### src/rtl/ps2_pkg.sv
// ps2_pkg
// Shared definitions for the PS/2 keyboard link: deframer state encoding,
// protocol prefix bytes and a classifier for bytes that are passed through
// as raw bytes but never turned into key events.
// No ports; imported by ps2_line_filter and ps2_kbd_rx.
package ps2_pkg;

  typedef enum logic [1:0] {
    IDLE   = 2'd0,
    DATA   = 2'd1,
    PARITY = 2'd2,
    STOP   = 2'd3
  } ps2State_e;

  localparam logic [7:0] PS2_PFX_EXT = 8'hE0;
  localparam logic [7:0] PS2_PFX_REL = 8'hF0;
  localparam logic [7:0] PS2_PAUSE   = 8'hE1;

  // Bytes that are protocol/status traffic (pause prefix, BAT ok, ACK,
  // echo, resend): they reach byte_stb but abandon any pending prefix
  // instead of producing a key event.
  function automatic logic isPassOnly(input logic [7:0] b);
    return (b == PS2_PAUSE) || (b == 8'hAA) || (b == 8'hFA) ||
           (b == 8'hEE) || (b == 8'hFE);
  endfunction

endpackage

### src/rtl/ps2_line_filter.sv
// ps2_line_filter
// Two-flop synchroniser plus level debounce for one PS/2 line, with a
// single-cycle pulse whenever the filtered level goes from 1 to 0.
// Ports:
//   clk_i    system clock
//   reset_i  synchronous active-high reset
//   line_i   raw asynchronous line
//   fall_o   1-cycle pulse on an accepted 1->0 transition
module ps2_line_filter
  import ps2_pkg::*;
#(
  parameter int FILTER_LEN = 8
) (
  input  logic clk_i,
  input  logic reset_i,
  input  logic line_i,
  output logic fall_o
);

  localparam int CW = $clog2(FILTER_LEN + 1);

  logic [1:0]    sync_q;
  logic [CW-1:0] cnt_q;
  logic          level_q;
  logic          fall_q;

  // The filtered level only flips after FILTER_LEN consecutive synchronised
  // samples disagree with it; any agreeing sample restarts the count, so a
  // pulse shorter than FILTER_LEN cycles is never seen downstream. The line
  // idles high, so the filter wakes up believing the line is high.
  always_ff @(posedge clk_i) begin
    if (reset_i) begin
      sync_q  <= 2'b11;
      cnt_q   <= '0;
      level_q <= 1'b1;
      fall_q  <= 1'b0;
    end else begin
      sync_q <= {sync_q[0], line_i};
      fall_q <= 1'b0;
      if (sync_q[1] != level_q) begin
        if (cnt_q == CW'(FILTER_LEN - 1)) begin
          level_q <= sync_q[1];
          cnt_q   <= '0;
          fall_q  <= ~sync_q[1];
        end else begin
          cnt_q <= cnt_q + 1'b1;
        end
      end else begin
        cnt_q <= '0;
      end
    end
  end

  assign fall_o = fall_q;

endmodule

### src/rtl/ps2_kbd_rx.sv
// ps2_kbd_rx
// Device-to-host PS/2 keyboard receiver: deglitches the link, deframes
// 11-bit frames, checks odd parity and stop bit, and folds E0/F0 prefixes
// into one key event per make/break code.
// Ports:
//   clk_sys_i     system clock, the only clock
//   reset_i       synchronous active-high reset
//   ps2_clk_i     PS/2 clock (asynchronous)
//   ps2_data_i    PS/2 data (asynchronous)
//   byte_out_o    last good raw byte
//   byte_stb_o    pulse: byte_out_o updated
//   key_code_o    scancode of last key event
//   key_ext_o     last key event was E0-prefixed
//   key_rel_o     last key event was a break (F0-prefixed)
//   key_stb_o     pulse: key_* updated
//   parity_err_o  pulse: frame dropped for bad parity
//   frame_err_o   pulse: bad start/stop bit or mid-frame timeout
//   busy_o        a frame is in progress
module ps2_kbd_rx
  import ps2_pkg::*;
#(
  parameter int FILTER_LEN  = 8,
  parameter int TIMEOUT_CYC = 66667
) (
  input  logic       clk_sys_i,
  input  logic       reset_i,
  input  logic       ps2_clk_i,
  input  logic       ps2_data_i,
  output logic [7:0] byte_out_o,
  output logic       byte_stb_o,
  output logic [7:0] key_code_o,
  output logic       key_ext_o,
  output logic       key_rel_o,
  output logic       key_stb_o,
  output logic       parity_err_o,
  output logic       frame_err_o,
  output logic       busy_o
);

  localparam int TW = $clog2(TIMEOUT_CYC + 1);

  logic      clkFall;
  logic      dataBit;
  logic [1:0] dataSync_q;

  ps2State_e state_q,     state_d;
  logic [2:0] bitCnt_q,   bitCnt_d;
  logic [7:0] shift_q,    shift_d;
  logic       parity_q,   parity_d;
  logic [TW-1:0] timer_q, timer_d;
  logic       extPend_q,  extPend_d;
  logic       relPend_q,  relPend_d;
  logic [7:0] byteOut_q,  byteOut_d;
  logic       byteStb_q,  byteStb_d;
  logic [7:0] keyCode_q,  keyCode_d;
  logic       keyExt_q,   keyExt_d;
  logic       keyRel_q,   keyRel_d;
  logic       keyStb_q,   keyStb_d;
  logic       parityErr_q, parityErr_d;
  logic       frameErr_q, frameErr_d;

  ps2_line_filter #(
    .FILTER_LEN(FILTER_LEN)
  ) uClkFilter (
    .clk_i  (clk_sys_i),
    .reset_i(reset_i),
    .line_i (ps2_clk_i),
    .fall_o (clkFall)
  );

  // Data only needs metastability protection: it is sampled well inside
  // its stable window, long after the debounced clock fall is recognised.
  always_ff @(posedge clk_sys_i) begin
    if (reset_i) begin
      dataSync_q <= 2'b11;
    end else begin
      dataSync_q <= {dataSync_q[0], ps2_data_i};
    end
  end

  assign dataBit = dataSync_q[1];

  // State register for the deframer, timeout, prefix folder and the
  // registered outputs; reset drops any partial frame silently.
  always_ff @(posedge clk_sys_i) begin
    if (reset_i) begin
      state_q     <= IDLE;
      bitCnt_q    <= '0;
      shift_q     <= '0;
      parity_q    <= 1'b0;
      timer_q     <= '0;
      extPend_q   <= 1'b0;
      relPend_q   <= 1'b0;
      byteOut_q   <= '0;
      byteStb_q   <= 1'b0;
      keyCode_q   <= '0;
      keyExt_q    <= 1'b0;
      keyRel_q    <= 1'b0;
      keyStb_q    <= 1'b0;
      parityErr_q <= 1'b0;
      frameErr_q  <= 1'b0;
    end else begin
      state_q     <= state_d;
      bitCnt_q    <= bitCnt_d;
      shift_q     <= shift_d;
      parity_q    <= parity_d;
      timer_q     <= timer_d;
      extPend_q   <= extPend_d;
      relPend_q   <= relPend_d;
      byteOut_q   <= byteOut_d;
      byteStb_q   <= byteStb_d;
      keyCode_q   <= keyCode_d;
      keyExt_q    <= keyExt_d;
      keyRel_q    <= keyRel_d;
      keyStb_q    <= keyStb_d;
      parityErr_q <= parityErr_d;
      frameErr_q  <= frameErr_d;
    end
  end

  // Next-state logic. The FSM only moves on a debounced clock fall, except
  // for the idle timeout which pulls a stalled frame back to IDLE. Every
  // frame ends in exactly one of byte/parity/frame strobes, and anything but
  // a good byte abandons a half-built prefix sequence.
  always_comb begin
    state_d     = state_q;
    bitCnt_d    = bitCnt_q;
    shift_d     = shift_q;
    parity_d    = parity_q;
    extPend_d   = extPend_q;
    relPend_d   = relPend_q;
    byteOut_d   = byteOut_q;
    byteStb_d   = 1'b0;
    keyCode_d   = keyCode_q;
    keyExt_d    = keyExt_q;
    keyRel_d    = keyRel_q;
    keyStb_d    = 1'b0;
    parityErr_d = 1'b0;
    frameErr_d  = 1'b0;

    if (state_q == IDLE || clkFall) begin
      timer_d = '0;
    end else if (timer_q != TW'(TIMEOUT_CYC)) begin
      timer_d = timer_q + 1'b1;
    end else begin
      timer_d = timer_q;
    end

    if (state_q != IDLE && timer_q == TW'(TIMEOUT_CYC)) begin
      state_d    = IDLE;
      frameErr_d = 1'b1;
      extPend_d  = 1'b0;
      relPend_d  = 1'b0;
    end else if (clkFall) begin
      case (state_q)
        IDLE: begin
          if (!dataBit) begin
            state_d  = DATA;
            bitCnt_d = '0;
          end else begin
            frameErr_d = 1'b1;
            extPend_d  = 1'b0;
            relPend_d  = 1'b0;
          end
        end
        DATA: begin
          shift_d  = {dataBit, shift_q[7:1]};
          bitCnt_d = bitCnt_q + 1'b1;
          if (bitCnt_q == 3'd7) begin
            state_d = PARITY;
          end
        end
        PARITY: begin
          parity_d = dataBit;
          state_d  = STOP;
        end
        STOP: begin
          state_d = IDLE;
          if (!dataBit) begin
            frameErr_d = 1'b1;
            extPend_d  = 1'b0;
            relPend_d  = 1'b0;
          end else if (!(^{shift_q, parity_q})) begin
            parityErr_d = 1'b1;
            extPend_d   = 1'b0;
            relPend_d   = 1'b0;
          end else begin
            byteOut_d = shift_q;
            byteStb_d = 1'b1;
            if (shift_q == PS2_PFX_EXT) begin
              extPend_d = 1'b1;
            end else if (shift_q == PS2_PFX_REL) begin
              relPend_d = 1'b1;
            end else if (isPassOnly(shift_q)) begin
              extPend_d = 1'b0;
              relPend_d = 1'b0;
            end else begin
              keyCode_d = shift_q;
              keyExt_d  = extPend_q;
              keyRel_d  = relPend_q;
              keyStb_d  = 1'b1;
              extPend_d = 1'b0;
              relPend_d = 1'b0;
            end
          end
        end
        default: state_d = IDLE;
      endcase
    end
  end

  assign byte_out_o   = byteOut_q;
  assign byte_stb_o   = byteStb_q;
  assign key_code_o   = keyCode_q;
  assign key_ext_o    = keyExt_q;
  assign key_rel_o    = keyRel_q;
  assign key_stb_o    = keyStb_q;
  assign parity_err_o = parityErr_q;
  assign frame_err_o  = frameErr_q;
  assign busy_o       = (state_q != IDLE);

endmodule
### config.mk
export PLATFORM = sky130hd
export DESIGN_NAME = ps2_kbd_rx
export DESIGN_NICKNAME = d
export VERILOG_FILES = /design/src/rtl/ps2_pkg.sv /design/src/rtl/ps2_line_filter.sv /design/src/rtl/ps2_kbd_rx.sv
export SDC_FILE = /design/constraint.sdc
export NUM_CORES = 1
export LEC_CHECK = 0
export ABC_AREA = 1
export BUFFER_PORTS_ARGS = -buffer_cell sky130_fd_sc_hd__buf_2
export CORE_AREA = 2 2 83 85
export CTS_CLUSTER_DIAMETER = 200
export DETAILED_ROUTE_END_ITERATION = 16
export DIE_AREA = 0 0 85 87
export PLACE_DENSITY = 0.79
export SLEW_MARGIN = 20
export SYNTH_ARGS = -nofsm -noshare
export SYNTH_HDL_FRONTEND = slang
export SYNTH_SLANG_ARGS = --single-unit
### constraint.sdc
create_clock -name clk_sys_i -period 2.29 [get_ports clk_sys_i]
set_input_delay 0.687 -clock clk_sys_i [delete_from_list [all_inputs] [get_ports clk_sys_i]]
set_output_delay 0.687 -clock clk_sys_i [all_outputs]
set_load 0.005 [all_outputs]
# Yosys cells after proc, flatten, opt, wreduce, memory -nomap -nowiden
# Cells that the tools add are included.
[word_totals]
latch_bits = 0
input_bits = 4
out_inout_bits = 23
memories = 0
register_bits = 65
ram_bits = 0
romBits = 0
[op_classes]
eq_ne = 20
div = 0
bitwise = 11
multipliers = 0
muxes = 24
n_addsub = 3
shifts = 0
n_reduce_logical = 26
magnitude_cmp = 0
[op_table]
columns = ["operator", "count"]
rows = [
  ["== test 8 bit, second input constant", 7],
  ["adder 17 x 1 -> 17 bit, second input constant", 1],
  ["== test 17 bit, second input constant", 1],
  ["inequality test 17 bit, second input constant", 1],
  ["two-way mux 1 bit", 16],
  ["AND reduction 4 bit", 3],
  ["NOT 1 bit", 11],
  ["AND reduction 3 bit", 3],
  ["parity 9 bit", 1],
  ["case mux 2 bit (4 select lines)", 1],
  ["AND reduction 8 bit", 1],
  ["OR reduction 8 bit", 1],
  ["inequality test 2 bit, second input constant", 3],
  ["case mux 1 bit (2 select lines)", 3],
  ["case mux 3 bit (2 select lines)", 1],
  ["nonzero test 2 bit", 3],
  ["OR reduction 3 bit", 2],
  ["logical OR 1 bit", 5],
  ["inequality test 5 bit, second input constant", 1],
  ["AND reduction 5 bit", 1],
  ["OR reduction 5 bit", 1],
  ["adder 4 x 1 -> 4 bit, second input constant", 1],
  ["== test 2 bit, second input constant", 2],
  ["== test 4 x 3 -> 1 bit, second input constant", 1],
  ["other kinds (11)", 13],
]

# Longest topological paths before layout
# Gate-level depths: netlist of the first run.
[depth]
depth_word = 7
depth_mapped = 14

# Cells and area by module
# A second synthesis of the first run with hierarchy kept.
[hier_totals]
cells_unflattened = 444
hier_area_um2 = 3088.0
[modules_own_cells]
columns = ["module", "seq_area_each_um2", "area_each_um2", "cells_each", "n_inst"]
rows = [
  ["ps2_kbd_rx", 1141.1, 2795.2, 410, 1],
  ["ps2_line_filter", 160.2, 292.8, 34, 1],
]

# Worst setup path after synthesis of the first run
# OpenSTA, ideal clock, no wires.
[synth_timing]
kind = "input-to-reg"
startpoint = "input reset_i"
endpoint = "register timer_q[14]"
setup_ps = 58
slack_ps = 546
n_path_buf = 1
cell_stages = 5
required_time_ps = 2232
arrival_ps = 1687
cell_sequence = "clkbuf_1 nor3_2 clkinv_1 a21oi_1 o21a_1"
[synth_between]
elab_chain_len = 1
[synth_rtl]
columns = ["element", "line_no", "source"]
rows = [
  ["from (decl)", "ps2_kbd_rx.sv:26", "input logic reset_i,"],
  ["OR reduction 2 bit (no source line)", "n/a", ""],
  ["to (signal assigned)", "ps2_kbd_rx.sv:107", "timer_q <= timer_d;"],
  ["to (decl)", "ps2_kbd_rx.sv:50", "logic [TW-1:0] timer_q, timer_d;"],
]
# Every way passes these cells.
# A chain may end at the register's enable or synchronous reset.

# Worst setup path in the final report of the first run
[layout_timing]
startpoint = "register state_q[0]"
endpoint = "output busy_o"
[layout_between]
elab_chain_len = 1
[layout_rtl]
columns = ["element", "line_no", "source"]
rows = [
  ["from (decl)", "ps2_kbd_rx.sv:46", "ps2State_e state_q, state_d;"],
  ["from (signal assigned)", "ps2_kbd_rx.sv:103", "state_q <= state_d;"],
  ["nonzero test 2 bit", "ps2_kbd_rx.sv:220", "assign busy_o = (state_q != IDLE);"],
  ["to (decl)", "ps2_kbd_rx.sv:37", "output logic busy_o"],
]
# Every way passes these cells.

==> results of run 1 <==
==> metal layers <==
metal / vias up / wire length, microns / part of all wire (%)
met5: - / 0 / 0
met4: 0 / 111 / 1.7
met3: 12 / 295 / 4.5
met2: 60 / 2920 / 45
li1: 1519 / - / -
met1: 1332 / 3170 / 49
==> stage by stage <==
step / instance area [sq um] / hold slack, ns
after global placement: 3370 / 0.393
final: 3620 / 0.409
after CTS: 3620 / 0.410
after global routing: 3620 / 0.416
after floorplan: 3180 / 0.389
after detailed placement: 3370 / 0.393
==> synthesized netlist by cell type, drive strengths merged <==
| master | count | share of area [%] |
|---|---|---|
| xnor2 | 1 | 0.28 |
| dfxtp | 65 | 41 |
| or2 | 4 | 0.79 |
| nor2 | 71 | 9.1 |
| nand4 | 13 | 2.6 |
| nand2 | 132 | 16 |
| nand3b | 1 | 0.24 |
| o21ai | 14 | 2.2 |
| xor2 | 4 | 1.1 |
| inv | 54 | 6.4 |
| buf | 6 | 1.7 |
| nor3 | 8 | 1.4 |
| nand3 | 34 | 6.3 |
| clkbuf | 3 | 0.35 |
| clkinv | 1 | 0.12 |
| o21a | 2 | 0.47 |
| ha | 8 | 3.1 |
| a31oi | 1 | 0.20 |
| nor3b | 4 | 1.1 |
| a21oi | 31 | 5.2 |
==> power by group through the flow <==
stage | sequential, mW | clock, mW | combinational (mW)
5_1_grt | 1.14 | 1.28 | 0.0329
2_1_floorplan | 1.16 | 0 | 0.0192
3_3_place_gp | 1.16 | 0 | 0.0279
3_5_place_dp | 1.16 | 0 | 0.0284
4_1_cts | 1.14 | 1.23 | 0.0283
6_report | 1.14 | 1.21 | 0.0280
==> final cells by class <==
type	instances	area [sq um]	share of cell area (%)
clock buffer	10	138	3.80
clock inverter	6	114	3.14
multi-input combinational	328	1610	44.3
sequential	65	1300	35.9
inverter	55	206	5.70
tap	80	100	2.76
timing repair buffer	30	160	4.42
==> worst max path at each step <==
| stage | start | end | depth (start not counted) |
|---|---|---|---|
| final | state_q[0] | busy_o | 4 |
| after CTS | state_q[0] | busy_o | 4 |
| after global routing | state_q[0] | busy_o | 4 |
| after floorplan | reset_i | timer_q[14] | 5 |
| after detailed placement | timer_q[0] | key_code_o[4] | 12 |
| after global placement | timer_q[0] | key_code_o[4] | 12 |
==> worst register-to-register path: stages, from the launching register on <==
cell and delay [ns]:
dfxtp_1 0.33, ha_1 0.25, inv_1 0.07, nor2_1 0.03, nand2_1 0.06, nor2_2 0.05
nand3_2 0.12, nor2_4 0.06, nor2_4 0.38, nand3_2 0.21, nand2_1 0.10, inv_1 0.04
nor2_1 0.10
==> kinds of logic (layout without fill, tap and decap cells) <==
logic type / Yosys count / in the layout / synth area share (%)
AND/OR/NAND/NOR: 267 / 267 / 37.9
flip-flops: 65 / 65 / 40.9
buffers and inverters: 64 / 101 / 8.54
AO/OA/AOI/OAI: 48 / 48 / 8.11
adder cells (fa/ha/maj): 8 / 8 / 3.15
XOR/XNOR: 5 / 5 / 1.38
==> state kept, by name, indices dropped and copies added (netlist names), 2 cells and up <==
name               cells
bitCnt_q               3
byte_out_o             8
dataSync_q             2
key_code_o             8
shift_q                8
state_q                2
timer_q               17
uClkFilter.cnt_q       4
uClkFilter.sync_q      2
==> run summary, run 1 <==
HP Class - flop to flop
die area - 7400 sq um
Distinct cells, synth - 33
final WL - 6500 microns
Crit-path slowest cell - dfxtp_1
Final Non-Filler Cells - 574
Detailed Place HPWL - 4670 microns
Num CTS Buffers - 9
crit-path cells - inv_1 > ha_1 > inv_1 > buf_2
Tmin final - 2.08 ns
Power Total - 2.38 mW
final setup violation count - 0
most frequent cells in the layout - 128 x nand2_1, 66 x nor2_1, 65 x dfxtp_1, 48 x inv_1, 30 x a21oi_1
DR vias/cell - 5.09
P_sw - 476 uW
Hold Buf Count CTS - 0
routed vias - 2923
met1 Usage GRT - 23.7%
gp weighted congestion - 0.884
Yosys warnings - 0
status - completed
hold_sp - uClkFilter.sync_q[0]
Placed Cells - 558
critical path class - flop to primary output
VDD IR max - 0.427 mV
ant diodes - 0
worst rel slew slack - 68.8%
hold worst-path end - uClkFilter.sync_q[1]
root buffer cell - clkbuf_8
TNS Setup - 0 ns
Comb power frac - 1.2%
Buf/Inv on CP - 3
Final Cycle Share - 90.7%
flops & latches, synth - 65
FILL cells - 626
post-route antenna net violation count - 0
Mapped Nets - 469
Worst Max-Slew Pin Slew - 0.467 ns
gr ovfl total - 0
Port-buffer cells - 26
Crit Path Max Fanout - 6
routed len/inst - 11.3 microns
Clock Path Buffers - 2
# H-tree levels - 3
DRT Pass-1 Iters - 4
Worst EP arrival - 1.39 ns
reg2reg setup slack - 0.43 ns
global-route wire length before repair - 11100 microns
most common cell after layout, fill and taps aside - nand2_1
max_cap viols - 0
Resize count post-CTS - 0
CP top delay family - flip-flops
Total GRT Usage - 18.6%
busiest grt layer - met2
synthesis-to-finish area growth - 14.1%
Seq pwr share - 47.8%
utilization after layout - 55.2%
total I/O pin count - 27
Final nets - 501
Final WS setup - 0.214 ns
die width - 85 microns
Final Hold Fails - 0
clock power share - 51.0%
Avg Cell Area, Syn - 6.95 sq um
Reg-to-Reg Start - timer_q[0]
Die Span Y - 87 microns
unrepaired setup endpoints after global routing - no
Req. time, crit path - 1.60 ns
clk_skew - 0.00731 ns
slowest stage delay, CP - 0.39 ns
DP Worst Slack - 0.433 ns
Slew Limit Fails - 0
startpoint types - flop
initial cell density of the core - 48.4%
WHS Path Cells - 1
initial drt markers - 160
pin count of the biggest net entering global routing - 23
vias in the first global route - 2627
worst skew pair latency - 0.35 ns
# DRC - 0
Critical Path End Type - primary output
power per cell area - 655 nW/um^2
CORE AREA - 6570 sq um
critical path's most frequent cell - inv_1
Worst-path clk slew - 0.07 ns
clk sink count - 65
Worst R2R Path Depth - 12
Seq/Total Area, Yosys - 40.9%
met3 GRT Util - 4.27%
met2 Usage GRT - 29.8%
Leak - 1.70 nW
num rows - 30
post-CTS setup buffers - 0
Max Fclk - 0.482 GHz
Gate Count Post-Synth - 457
CTS tree - yes
R2R Path End - key_code_o[4]
initial antenna violation count - 0
synthesized cell area - 3180 sq um
layout cells sized above 1 - 15.0%
Int Pwr - 1.90 mW
Switching Fraction - 20.1%
(Power assumes the default switching activity.)
==> run 2: changes to the inputs <==
--- a/config.mk
+++ b/config.mk
@@ -8,6 +8,7 @@
 export ABC_AREA = 1
 export BUFFER_PORTS_ARGS = -buffer_cell sky130_fd_sc_hd__buf_2
 export CORE_AREA = 2 2 83 85
+export CTS_BUF_LIST = sky130_fd_sc_hd__clkbuf_16
 export CTS_CLUSTER_DIAMETER = 200
 export DETAILED_ROUTE_END_ITERATION = 16
 export DIE_AREA = 0 0 85 87
==> run 2 against run 1 <==
Net effect:
- via count rose by 1.1%
- hold slack got worse by 0.0039 ns
- combinational power rose by 1%
- design area rose by 2.5%
- clock-buffer cell count fell by 1
- sequential cell count did not move
- sequential power barely moved
- non-clock buffer count did not move
==> run summary, run 2 (synthesized netlist as in run 1, its figures left out) <==
Crit-path slowest cell - dfxtp_1
DR vias/cell - 5.15 (+1.1%)
Port-buffer cells - 26 (unchanged)
Req. time, crit path - 1.60 ns (about the same)
Hold Buf Count CTS - 0 (unchanged)
Reg-to-Reg Start - timer_q[0]
slowest stage delay, CP - 0.38 ns (about the same)
vias in the first global route - 2656 (+1.1%)
critical path depth in cells - 4 (unchanged)
initial cell density of the core - 48.4% (unchanged)
Resize count post-CTS - 0 (unchanged)
root buffer cell - clkbuf_16
routed len/inst - 11.5 microns (+1.1%)
unrepaired setup endpoints after global routing - no
Final Hold Fails - 0 (unchanged)
clk sink count - 65 (unchanged)
initial drt markers - 208 (+30%)
Buf/Inv on CP - 3 (unchanged)
clk_skew - 0.00618 ns (-0.00114 ns)
Leak - 1.74 nW (+2.4%)
reg2reg setup slack - 0.42 ns (about the same)
critical path class - flop to primary output
synthesis-to-finish area growth - 16.9%
post-CTS setup buffers - 0 (unchanged)
largest reg by FF count - timer_q
pin count of the biggest net entering global routing - 23 (unchanged)
TNS Setup - 0 ns (unchanged)
max_cap viols - 0 (unchanged)
Final Cycle Share - 89.6% (-1.1 points)
Total GRT Usage - 18.8% (+0.23 points)
layout cells sized above 1 - 14.8% (-0.20 points)
post-route antenna net violation count - 0 (unchanged)
die area - 7400 sq um (unchanged)
most frequent cells in the layout - 128 x nand2_1, 66 x nor2_1, 65 x dfxtp_1, 48 x inv_1, 30 x a21oi_1
Critical Path End Type - primary output
Tmin final - 2.05 ns (-0.0248 ns)
Detailed Place HPWL - 4670 microns (unchanged)
CP Capture Point - busy_o
final WL - 6570 microns (+1.1%)
Worst-path clk slew - 0.05 ns (-0.02 ns)
CTS tree - yes
VDD IR max - 0.510 mV (+19%)
power per cell area - 733 nW/um^2 (+12%)
worst rel slew slack - 68.7% (-0.090 points)
CORE AREA - 6570 sq um (unchanged)
status - completed
HP Class - flop to flop
Clock Path Buffers - 2 (unchanged)
DRT Pass-1 Iters - 5 (+1)
max reg flops - 17 (unchanged)
CP startpoint - state_q[0]
worst skew pair latency - 0.33 ns (-0.02 ns)
Num CTS Buffers - 9 (unchanged)
Die Span Y - 87 microns (unchanged)
R2R Path End - key_code_o[4]
die width - 85 microns (unchanged)
global-route wire length before repair - 11200 microns (+0.62%)
startpoint types - flop
gr ovfl total - 0 (unchanged)
gp weighted congestion - 0.884 (unchanged)
Worst Max-Slew Pin Slew - 0.469 ns (+0.00134 ns)
critical path's most frequent cell - inv_1
routed vias - 2956 (+1.1%)
num rows - 30 (unchanged)
Max Fclk - 0.488 GHz (+1.2%)
CP top delay family - flip-flops
Worst R2R Path Depth - 12 (unchanged)
DP Worst Slack - 0.433 ns (unchanged)
initial antenna violation count - 0 (unchanged)
most common cell after layout, fill and taps aside - nand2_1
# H-tree levels - 3 (unchanged)
total I/O pin count - 27 (unchanged)
final setup violation count - 0 (unchanged)
Worst EP arrival - 1.36 ns (-0.03 ns)
# DRC - 0 (unchanged)
ant diodes - 0 (unchanged)
Final nets - 501 (unchanged)
Slew Limit Fails - 0 (unchanged)
crit-path cells - inv_1 > ha_1 > inv_1 > buf_2
Final WS setup - 0.239 ns (+0.0248 ns)
Crit Path Max Fanout - 6 (unchanged)
==> run 2: worst min-delay path by stage <==
stage | startpoint | end | slack, ns | cells after the start
after floorplan | dataSync_q[0] | dataSync_q[1] | 0.39 | 1
after global placement | dataSync_q[0] | dataSync_q[1] | 0.39 | 1
after detailed placement | uClkFilter.sync_q[0] | uClkFilter.sync_q[1] | 0.39 | 1
after CTS | uClkFilter.sync_q[0] | uClkFilter.sync_q[1] | 0.41 | 1
after global routing | uClkFilter.sync_q[0] | uClkFilter.sync_q[1] | 0.41 | 1
final | uClkFilter.sync_q[0] | uClkFilter.sync_q[1] | 0.40 | 1
==> run 2: power by group <==
| group | leakage, nW | total [mW] | switching (mW) | internal [mW] |
|---|---|---|---|---|
| clock | 0.160 | 1.56 | 0.496 | 1.06 |
| combinational | 1.05 | 0.0284 | 0.0188 | 0.00954 |
| sequential | 0.524 | 1.14 | 0.00231 | 1.14 |
| total | 1.74 | 2.72 | 0.517 | 2.21 |
==> run 2: cell type report <==
type,instances,area [sq um]
Clock buffer,9,225
Clock inverter,7,118
Fill cell,613,2850
Inverter,55,206
Multi-Input combinational cell,328,1610
Sequential cell,65,1300
Tap cell,80,100
Timing Repair Buffer,30,160
==> run 2: per-layer routing <==
layer	GRT usage (%)	share of wire [%]
met3	3.79	4.6
met1	23.7	47
met2	30.4	46
met4	9.96	2.3
met5	0	0
==> run 2: metrics by stage <==
step                cell area (sq um)  power [mW]  util [%]  hold slack (ns)  std cells
finish                           3720        2.72      56.6            0.405        574
floorplan                        3180        1.18         -            0.389        457
global route                     3720        2.81      56.6            0.412        574
global placement                 3370        1.19      51.4            0.393        558
CTS                              3720        2.75      56.6            0.406        574
detailed placement               3370        1.19      51.4            0.393        558
